## config.mk

```make
export PLATFORM = sky130hd
export DESIGN_NAME = rob_reorder_ctrl
export DESIGN_NICKNAME = d
export VERILOG_FILES = /design/src/rtl/ccip_rob_pkg.sv /design/src/rtl/rob_gram_sdp.sv /design/src/rtl/rob_reorder_ctrl.sv
export SDC_FILE = /design/constraint.sdc
export NUM_CORES = 1
export LEC_CHECK = 0
export BUFFER_PORTS_ARGS = -buffer_cell sky130_fd_sc_hd__clkbuf_2
export CORE_MARGIN = 2
export CORE_UTILIZATION = 35
export DETAILED_ROUTE_END_ITERATION = 8
export PLACE_DENSITY_LB_ADDON = 0.1
export SLEW_MARGIN = 20
export SYNTH_ARGS = -nofsm -noshare
export SYNTH_HDL_FRONTEND = slang
export SYNTH_SLANG_ARGS = --single-unit
```

## constraint.sdc

```tcl
create_clock -name clk -period 4.9 [get_ports clk]
set_input_delay 0.49 -clock clk [delete_from_list [all_inputs] [get_ports clk]]
set_output_delay 0.49 -clock clk [all_outputs]
set_load 0.01 [all_outputs]
```

## src/rtl/ccip_rob_pkg.sv

```systemverilog
// ccip_rob_pkg: shared widths and types for the reorder-buffer control slice
package ccip_rob_pkg;
    localparam int ROB_TAG_W  = 4;
    localparam int ROB_DATA_W = 32;
    localparam int ROB_DEPTH  = 1 << ROB_TAG_W;
    function automatic int count_w(input int tag_w);
        return tag_w + 1;
    endfunction
    typedef logic [ROB_TAG_W-1:0]          tag_t;
    typedef logic [ROB_DATA_W-1:0]         data_t;
    typedef logic [count_w(ROB_TAG_W)-1:0] count_t;
endpackage

```

## src/rtl/rob_gram_sdp.sv

```systemverilog
// rob_gram_sdp: simple dual-port payload RAM with a registered read, contents not reset
module rob_gram_sdp
    import ccip_rob_pkg::*;
#(
    parameter int TAG_W  = ROB_TAG_W,
    parameter int DATA_W = ROB_DATA_W
) (
    input  logic              clk,
    input  logic              we,
    input  logic [TAG_W-1:0]  waddr,
    input  logic [DATA_W-1:0] din,
    input  logic              re,
    input  logic [TAG_W-1:0]  raddr,
    output logic [DATA_W-1:0] dout
);
    logic [DATA_W-1:0] mem [1 << TAG_W];
    always_ff @(posedge clk) begin
        if (we) mem[waddr] <= din;
        if (re) dout <= mem[raddr];
    end
endmodule

```

## src/rtl/rob_reorder_ctrl.sv

```systemverilog
// rob_reorder_ctrl: allocates tags, absorbs out-of-order completions into the payload RAM
// and drains them in allocation order through a 2-entry output buffer.
module rob_reorder_ctrl
    import ccip_rob_pkg::*;
#(
    parameter int TAG_W  = ROB_TAG_W,
    parameter int DATA_W = ROB_DATA_W
) (
    input  logic              clk,
    input  logic              rst,
    input  logic              alloc_req,
    output logic              alloc_gnt,
    output logic [TAG_W-1:0]  alloc_tag,
    input  logic              cpl_valid,
    input  logic [TAG_W-1:0]  cpl_tag,
    input  logic [DATA_W-1:0] cpl_data,
    output logic              out_valid,
    output logic [DATA_W-1:0] out_data,
    input  logic              out_ready,
    output logic [TAG_W:0]    count,
    output logic              full,
    output logic              empty,
    output logic              cpl_err
);
    localparam int DEPTH = 1 << TAG_W;
    localparam logic [TAG_W:0] CNT_FULL = (TAG_W+1)'(DEPTH);
    localparam logic [DEPTH-1:0] ONE = DEPTH'(1);
    logic [TAG_W-1:0]  head_q, head_d, tail_q, tail_d, rel;
    logic [TAG_W:0]    count_q, count_d;
    logic [DEPTH-1:0]  vld_q, vld_d;
    logic [1:0]        occ_q, occ_d, occ_left;
    logic [DATA_W-1:0] ob0_q, ob0_d, ob1_q, ob1_d, ram_dout;
    logic              inflight_q, err_q, err_d, pop, issue, in_range;
    assign alloc_gnt = alloc_req && !full;
    assign alloc_tag = head_q;
    assign count     = count_q;
    assign full      = count_q == CNT_FULL;
    assign empty     = count_q == '0;
    assign cpl_err   = err_q;
    assign out_valid = occ_q != 2'd0;
    assign out_data  = ob0_q;
    assign pop       = out_valid && out_ready;
    assign occ_left  = occ_q - {1'b0, pop};
    // Issue only if the read result is guaranteed a free obuf slot when it lands.
    assign issue     = vld_q[tail_q] && !empty && (occ_left + {1'b0, inflight_q}) < 2'd2;
    assign rel       = cpl_tag - tail_q;
    assign in_range  = {1'b0, rel} < count_q;
    assign err_d     = err_q || (cpl_valid && (vld_q[cpl_tag] || !in_range));
    assign head_d    = alloc_gnt ? head_q + TAG_W'(1) : head_q;
    assign tail_d    = issue ? tail_q + TAG_W'(1) : tail_q;
    assign count_d   = count_q + (TAG_W+1)'(alloc_gnt) - (TAG_W+1)'(issue);
    assign vld_d     = (vld_q & ~(issue ? ONE << tail_q : '0)) | (cpl_valid ? ONE << cpl_tag : '0);
    assign occ_d     = occ_left + {1'b0, inflight_q};
    assign ob0_d     = (inflight_q && occ_left == 2'd0) ? ram_dout : pop ? ob1_q : ob0_q;
    assign ob1_d     = (inflight_q && occ_left == 2'd1) ? ram_dout : ob1_q;
    rob_gram_sdp #(.TAG_W(TAG_W), .DATA_W(DATA_W)) u_ram (
        .clk   (clk),
        .we    (cpl_valid),
        .waddr (cpl_tag),
        .din   (cpl_data),
        .re    (issue),
        .raddr (tail_q),
        .dout  (ram_dout)
    );
    always_ff @(posedge clk) begin
        if (rst) begin
            head_q     <= '0;
            tail_q     <= '0;
            count_q    <= '0;
            vld_q      <= '0;
            occ_q      <= '0;
            ob0_q      <= '0;
            ob1_q      <= '0;
            inflight_q <= 1'b0;
            err_q      <= 1'b0;
        end else begin
            head_q     <= head_d;
            tail_q     <= tail_d;
            count_q    <= count_d;
            vld_q      <= vld_d;
            occ_q      <= occ_d;
            ob0_q      <= ob0_d;
            ob1_q      <= ob1_d;
            inflight_q <= issue;
            err_q      <= err_d;
        end
    end
endmodule

```

==> flow_summary_export.csv, run 1 <==
group,metric,value,unit
critical_path,worst-endpoint-arrival,4.15,ns
drt,detail_route.wl_per_cell,25.4,microns
global_route,grt_antenna_before_repair,1,
drt,detailroute.wirelength.met2,28.8,mm
placement,hpwlAfterDp,32.6,mm
floorplan,initial_standard_cell_utilization_of_the_core,35.4,%
floorplan,placeableCoreArea,70000,sq um
drt,dr.first_iter.drc_count,973,
clock_tree,post_cts_hold_buffer_count,0,
synthesis,synth_area,24800,sq um
clock_tree,number_of_sinks_driven_by_the_clock_tree,641,
synthesis,synth_top_flop_cell,"sky130_fd_sc_hd__edfxtp_1",
floorplan,chipWidth,270,microns
clock_tree,worstSkewPairLatency,0.60,ns
placement,gp_congestion,0.731,
clock_tree,cts-htree-levels,3,
critical_path,category_of_the_worst_setup_path_capture_point,"flip-flop",
synthesis,synth_async_sr_flop_share,0,%
sta,max_freq,0.270,GHz
placement,post_dp_cell_area,26400,sq um
drt,drt_pre_antenna_iters,7,
clock_tree,cts.reportedPaths.clkPinSlew,0.06,ns
pwr,irDropWorstVdd,0.223,mV
placement,dp_slack,1.17,ns
critical_path,worst-path-buf-inv,4,
placement,io_buffer_count,86,
sta,setup-tns-final,0,ns
sta,rsz_0062_raised_after_global_routing,"false",
clock_tree,clock_tree.root_cell,"sky130_fd_sc_hd__clkbuf_16",
pwr,power.density,450,nW/um^2
run_status,status,"finished clean",
floorplan,num_io_pins,87,
cells_and_area,syn_to_final_growth,15.4,%
synthesis,count_of_yosys_warnings_during_synthesis,0,
critical_path,path_max_fanout,3,
flow_run,max_cap_violations,0,
min_path,holdCritPathClass,"primary input to flip-flop",
synthesis,synth.top_cell.area_share,66.0,%
sta,timing.final.crit_share,75.5,%
floorplan,die_y,270,microns
global_route,first_pass_grt_wire_length,89.1,mm
drt,route.antenna.remaining_nets,0,
global_route,grt_usage,16.8,%
sta,timing.final.ws_setup,1.20,ns
sta,final_hold_violations,0,
synthesis,mappedNetlistNets,1328,
floorplan,std_cell_rows,97,
synthesis,ys_types,42,
drt,drt_drc_violations_left,0,
drt,top_layer_used,"met5",
cells_and_area,drive_above_1_share,28.4,%
drt,route.met3.wl,2.51,mm
synthesis,synthCells,1264,
drt,met1Wirelength,27.8,mm
sta,final.min_clock_period,3.70,ns
global_route,grt_overflow_total,0,
cells_and_area,stdcell_area,28600,sq um
clock_tree,cts_tree,"yes",
cells_and_area,filler_cell_count,6264,
cells_and_area,final_net_count,1444,
global_route,grt_max_degree,88,
critical_path,setup.worst_path.class,"flip-flop to flip-flop",
drt,via_count,12100,
critical_path,worst_path_max_delay_cell,"sky130_fd_sc_hd__fa_1",
clock_tree,cts_buffer_depth,3,
synthesis,synth-seq-cells,641,
sta,finClkSkew,0.0219,ns
drt,drt-total-wl,60.3,mm
critical_path,timing.critical_path.cells,"or2_2 > nand2_2 > inv_1 > ha_1 > inv_1 > ha_1 > xnor3_1 > nand2b_1 > nor3_2 > nor2_1 > inv_2 > ha_1 > inv_1 > ha_1 > fa_1 > a21oi_1 > nor2_1 > nor2_1 > xnor2_1 > nor2_1",
critical_path,crit_required,5.35,ns
cells_and_area,antenna_cells,0,
clock_tree,post_cts.repair.setup_buffers,0,
synthesis,yosys-top-cells-area,"sky130_fd_sc_hd__edfxtp_1 (66%), sky130_fd_sc_hd__mux4_2 (15%), sky130_fd_sc_hd__dfxtp_1 (7.8%)",
synthesis,synth_edf_count,544,
sta,slew_violations,0,
synthesis,synth.yosys.seq_area_share,73.8,%
sta,max_slew.worst_pin.slew,1.09,ns
critical_path,crit_path_max_incr_delay,0.43,ns
clock_tree,post_cts.resized_instances,0,
global_route,via_count_of_the_first_global_routing_pass,12700,
sta,setup_violations,0,
critical_path,critical-path-top-delay-family,"adder cells",
pwr,static-leakage-power,9.20,nW
drt,vias_cell,5.09,
critical_path,critical_path.startpoint_type,"flip-flop",
synthesis,synthesis.area_per_instance,19.6,sq um
clock_tree,cts_buffers,70,
floorplan,die_area,72900,sq um
sta,timing.slew.headroom,27.2,%
synthesis,synthDominantAreaCellType,"sky130_fd_sc_hd__edfxtp_1",
[report_power, final]
group	switching (mW)	internal, mW
registers	0.136	6.14
clock network	2.10	2.97
logic	0.798	0.702
total	3.04	9.81
[synthesized netlist by cell type (all sizes together), types with 2 or more instances]
cell type / instances
nand3: 8
nor3b: 2
a21oi: 37
mux2: 4
fa: 2
nor2: 81
xnor2: 7
a211oi: 40
mux4: 166
o21ba: 2
nor2b: 5
mux2i: 34
a311oi: 2
o22ai: 2
inv: 20
a21o: 2
nor4bb: 7
buf: 35
ha: 21
a21boi: 3
o21ai: 6
xor2: 4
nand2b: 3
nor3: 13
dfxtp: 97
clkbuf: 37
nand2: 72
edfxtp: 544
[area by class of cell]
class	instances	area, sq um	area share [%]
clock buffer	105	2030	7.10
clock inverter	22	170	0.595
inverter	20	75.1	0.263
multi-input combinational	531	6170	21.6
sequential	641	18300	64.0
tap	940	1180	4.12
timing repair buffer	116	671	2.35
[through the flow]
stage               util [%]  total power [mW]  hold slack, ns  instances
floorplan                  -              7.44           0.436       1264
global placement        37.7              7.92           0.441       2248
detailed placement      37.7              7.94           0.446       2248
CTS                     40.8              13.0           0.173       2375
global route            40.8              13.4           0.208       2375
finish                  40.8              12.9           0.207       2375
[cells in the final DEF, fill, tap and decap left out, types with 2 or more instances in the layout]
cell type / count
sky130_fd_sc_hd__a21boi_0: 3
sky130_fd_sc_hd__o21ai_1: 3
sky130_fd_sc_hd__fa_1: 2
sky130_fd_sc_hd__a21o_1: 2
sky130_fd_sc_hd__clkinv_1: 9
sky130_fd_sc_hd__nor3_1: 8
sky130_fd_sc_hd__a311oi_1: 2
sky130_fd_sc_hd__nand2b_1: 3
sky130_fd_sc_hd__mux4_2: 166
sky130_fd_sc_hd__mux2i_1: 34
sky130_fd_sc_hd__nand3_1: 6
sky130_fd_sc_hd__bufinv_16: 2
sky130_fd_sc_hd__nor3_2: 5
sky130_fd_sc_hd__nor4bb_1: 7
sky130_fd_sc_hd__dfxtp_1: 94
sky130_fd_sc_hd__a211oi_1: 40
sky130_fd_sc_hd__mux2_2: 4
sky130_fd_sc_hd__nor2_1: 69
sky130_fd_sc_hd__xnor2_1: 7
sky130_fd_sc_hd__nor3b_1: 2
sky130_fd_sc_hd__clkbuf_8: 6
sky130_fd_sc_hd__edfxtp_1: 544
sky130_fd_sc_hd__o21ai_0: 3
sky130_fd_sc_hd__a21oi_1: 37
sky130_fd_sc_hd__dfxtp_4: 2
sky130_fd_sc_hd__nor2_4: 12
sky130_fd_sc_hd__nor2b_1: 5
sky130_fd_sc_hd__clkbuf_2: 85
sky130_fd_sc_hd__buf_4: 30
sky130_fd_sc_hd__clkbuf_16: 74
sky130_fd_sc_hd__clkinv_2: 7
sky130_fd_sc_hd__xor2_1: 4
sky130_fd_sc_hd__inv_1: 18
sky130_fd_sc_hd__o21ba_1: 2
sky130_fd_sc_hd__ha_1: 21
sky130_fd_sc_hd__o22ai_1: 2
sky130_fd_sc_hd__inv_2: 2
sky130_fd_sc_hd__inv_6: 2
sky130_fd_sc_hd__nand2_1: 71
sky130_fd_sc_hd__clkbuf_1: 25
[layer usage]
layer / track usage (%) / vias to the layer above
li1: - / 5319
met3: 2.81 / 79
met1: 23.4 / 6476
met2: 27.0 / 222
met4: 5.07 / 2
met5: 0 / -
[kinds of logic (layout without fill, tap and decap cells)]
| kind of cell | count (synthesis) | count (layout) | share of synthesized area [%] |
|---|---|---|---|
| flops | 641 | 641 | 73.8 |
| mux | 204 | 204 | 16.7 |
| compound gates | 96 | 96 | 2.53 |
| simple gates | 196 | 196 | 3.51 |
| fa+ha+maj | 23 | 23 | 1.22 |
| xor+xnor | 12 | 12 | 0.480 |
| buf+inv | 92 | 263 | 1.81 |
[state kept, by name, summed over array words and instances, names as in the netlist]
signal,cells
ob1_q,32
vld_q,16
inflight_q,1
u_ram.dout,32
u_ram.mem,512
occ_q,2
tail_q,4
cpl_err,1
count,5
out_data,32
alloc_tag,4
[worst min-delay path: cells and delay by family]
kind	cells	cell delay [ns]
buffers and inverters	1	0.12
AOI/OAI and AO/OA	2	0.14
[worst paths after layout]
check | from | endpoint | cells after the start | slack, ns
worst max register to register | occ_q[1] | count[4] | 20 | 1.20
worst min-delay path | cpl_valid | cpl_err | 3 | 0.21
worst min register to register | ob1_q[20] | ob1_q[20] | 2 | 0.45
worst max-delay path | occ_q[1] | count[4] | 20 | 1.20
(Power assumes the default switching activity.)
==> run 2: changes to the inputs <==
clock period = 3.5 ns   (was 4.9 ns; I/O delays follow)
==> flow_summary_export.csv, run 2 (synthesis results as in run 1) <==
group,metric,value,unit
run_status,status,"finished clean",
drt,dr.first_iter.drc_count,847,
drt,detailroute.wirelength.met2,29.4,mm
floorplan,placeableCoreArea,70000,sq um
pwr,sequential_power_share,48.0,%
global_route,via_count_of_the_first_global_routing_pass,12800,
critical_path,path_max_fanout,3,
floorplan,initial_standard_cell_utilization_of_the_core,35.4,%
flow_run,max_cap_violations,0,
critical_path,r2r-start,"occ_q[1]",
pwr,swShare,23.8,%
sta,timing.final.crit_share,94.4,%
floorplan,die_area,72900,sq um
pwr,power_frac_comb,12.5,%
min_path,worstHoldPathCells,3,
clock_tree,number_of_sinks_driven_by_the_clock_tree,641,
drt,route.met3.wl,2.73,mm
placement,io_buffer_count,86,
clock_tree,cts-htree-levels,3,
critical_path,worst-endpoint-arrival,3.75,ns
sta,max_slew.worst_pin.slew,0.998,ns
sta,setup-tns-final,0,ns
sta,slew_violations,0,
cells_and_area,final_cell_count_no_fill,2393,
clock_tree,clock_tree.root_cell,"sky130_fd_sc_hd__clkbuf_16",
cells_and_area,final_net_count,1462,
drt,detail_route.wl_per_cell,25.4,microns
critical_path,crit_required,3.94,ns
cells_and_area,top_reg_by_flops,"u_ram.mem",
sta,setup_violations,0,
placement,gp_congestion,0.743,
clock_tree,cts_buffers,70,
floorplan,die_y,270,microns
cells_and_area,syn_to_final_growth,16.9,%
global_route,first_pass_grt_wire_length,89.0,mm
sta,max_freq,0.303,GHz
cells_and_area,drive_above_1_share,30.8,%
clock_tree,worstSkewPairLatency,0.60,ns
sta,rsz_0062_raised_after_global_routing,"false",
sta,timing.slew.headroom,33.5,%
sta,final.min_clock_period,3.31,ns
clock_tree,cts_buffer_depth,3,
cells_and_area,layout_commonest_cell,"sky130_fd_sc_hd__edfxtp_1",
critical_path,setup.worst_path.class,"flip-flop to flip-flop",
floorplan,num_io_pins,87,
drt,top_layer_used,"met5",
pwr,internal-power,13.9,mW
placement,dp_slack,0.172,ns
critical_path,worst-r2r-cell-count,20,
cells_and_area,stdcell_area,29000,sq um
min_path,holdCritPathClass,"primary input to flip-flop",
global_route,grt_usage,16.8,%
pwr,clock_power_share,39.5,%
global_route,grt_max_degree,89,
critical_path,setup_slack_reg_to_reg,0.19,ns
critical_path,critical_path.startpoint_type,"flip-flop",
cells_and_area,layout.cells.most_common_list,"sky130_fd_sc_hd__edfxtp_1 (544), sky130_fd_sc_hd__mux4_2 (166), sky130_fd_sc_hd__dfxtp_1 (93)",
drt,route.antenna.remaining_nets,0,
pwr,irDropWorstVdd,0.358,mV
global_route,grt_overflow_total,0,
drt,via_count,12200,
floorplan,std_cell_rows,97,
pwr,net-switching-power,4.34,mW
drt,vias_cell,5.09,
clock_tree,post_cts_hold_buffer_count,0,
min_path,hold_path_startpoint,"cpl_valid",
cells_and_area,final_core_util,41.4,%
cells_and_area,largest_reg_flops,512,
clock_tree,cts_tree,"yes",
critical_path,r2r_end,"count[4]",
clock_tree,cts.reportedPaths.clkPinSlew,0.06,ns
sta,timing.final.ws_setup,0.195,ns
sta,finClkSkew,0.0186,ns
pwr,static-leakage-power,9.35,nW
critical_path,category_of_the_worst_setup_path_capture_point,"flip-flop",
placement,post_dp_cell_area,26700,sq um
floorplan,chipWidth,270,microns
sta,final_hold_violations,0,
global_route,grt_antenna_before_repair,2,
pwr,power.density,630,nW/um^2
drt,drt_drc_violations_left,0,
drt,met1Wirelength,27.7,mm
placement,hpwlAfterDp,32.7,mm
drt,drt-total-wl,60.7,mm
min_path,whs_endpoint,"cpl_err",
drt,drt_pre_antenna_iters,5,
placement,place_inst,2263,
[run 2: cell types whose count changed in the layout (fill, tap and decap cells not counted), sizes merged]
cell      delta
clkbuf      -19
buf         +18
clkinvlp     +4
bufinv       +4
diode        +1
inv          -1
clkinv      +11
[run 2: worst max-delay path, stage by stage (launching register included)]
cell                         delay, ns
sky130_fd_sc_hd__dfxtp_2          0.32
sky130_fd_sc_hd__or2_4            0.25
sky130_fd_sc_hd__nand2_4          0.07
sky130_fd_sc_hd__inv_4            0.03
sky130_fd_sc_hd__ha_4             0.27
sky130_fd_sc_hd__inv_4            0.04
sky130_fd_sc_hd__ha_4             0.14
sky130_fd_sc_hd__xnor3_2          0.25
sky130_fd_sc_hd__nand2b_4         0.13
sky130_fd_sc_hd__nor3_4           0.06
sky130_fd_sc_hd__nor2_4           0.15
sky130_fd_sc_hd__clkinvlp_4       0.12
sky130_fd_sc_hd__ha_4             0.26
sky130_fd_sc_hd__inv_2            0.04
sky130_fd_sc_hd__ha_4             0.15
sky130_fd_sc_hd__fa_2             0.38
sky130_fd_sc_hd__a21oi_2          0.16
sky130_fd_sc_hd__nor2_1           0.05
sky130_fd_sc_hd__nor2_1           0.11
sky130_fd_sc_hd__xnor2_1          0.12
sky130_fd_sc_hd__nor2_1           0.06
[run 2: per-stage QoR]
stage          hold slack [ns]  total power [mW]
2_1_floorplan            0.436              10.5
3_3_place_gp             0.437              11.2
3_5_place_dp             0.444              11.2
4_1_cts                 0.0582              18.5
5_1_grt                 0.0871              19.0
6_report                0.0945              18.3
[run 2: area by class of cell]
class                   count  area (sq um)
clock buffers              86          1860
multi-input cells         531          6280
fillers                  6277         41100
inverters                  20          83.8
diodes                      1          2.50
well taps                 940          1180
repair buffers            134           893
clock inverters            40           379
flip-flops and latches    641         18300
[run 2: worst max path at each step]
stage / from / endpoint / slack, ns / cells past startpoint
2_1_floorplan: occ_q[1] / count[4] / -0.50 / 22
3_3_place_gp: occ_q[1] / count[4] / 0.19 / 20
3_5_place_dp: occ_q[1] / count[4] / 0.17 / 20
4_1_cts: occ_q[1] / count[4] / 0.15 / 20
5_1_grt: occ_q[1] / count[4] / 0.003 / 20
6_report: occ_q[1] / count[4] / 0.19 / 20
[run 2: power groups by stage]
stage,Clock [mW],Sequential (mW),Combinational (mW)
floorplan,0,8.90,1.63
global placement,0,8.92,2.31
detailed placement,0,8.92,2.32
CTS,7.44,8.76,2.33
global route,7.75,8.79,2.50
finish,7.22,8.76,2.28
[run 2: routing by layer]
layer	up-vias	GRT usage [%]
met3	60	3.21
met2	257	27.5
li1	5378	-
met4	2	4.50
met1	6489	23.1
met5	-	0
[run 2: what timing repair did]
action	4_1_cts	5_1_grt
gates resized for setup	0	1
setup endpoints to repair	0	1
buffers inserted	0	3
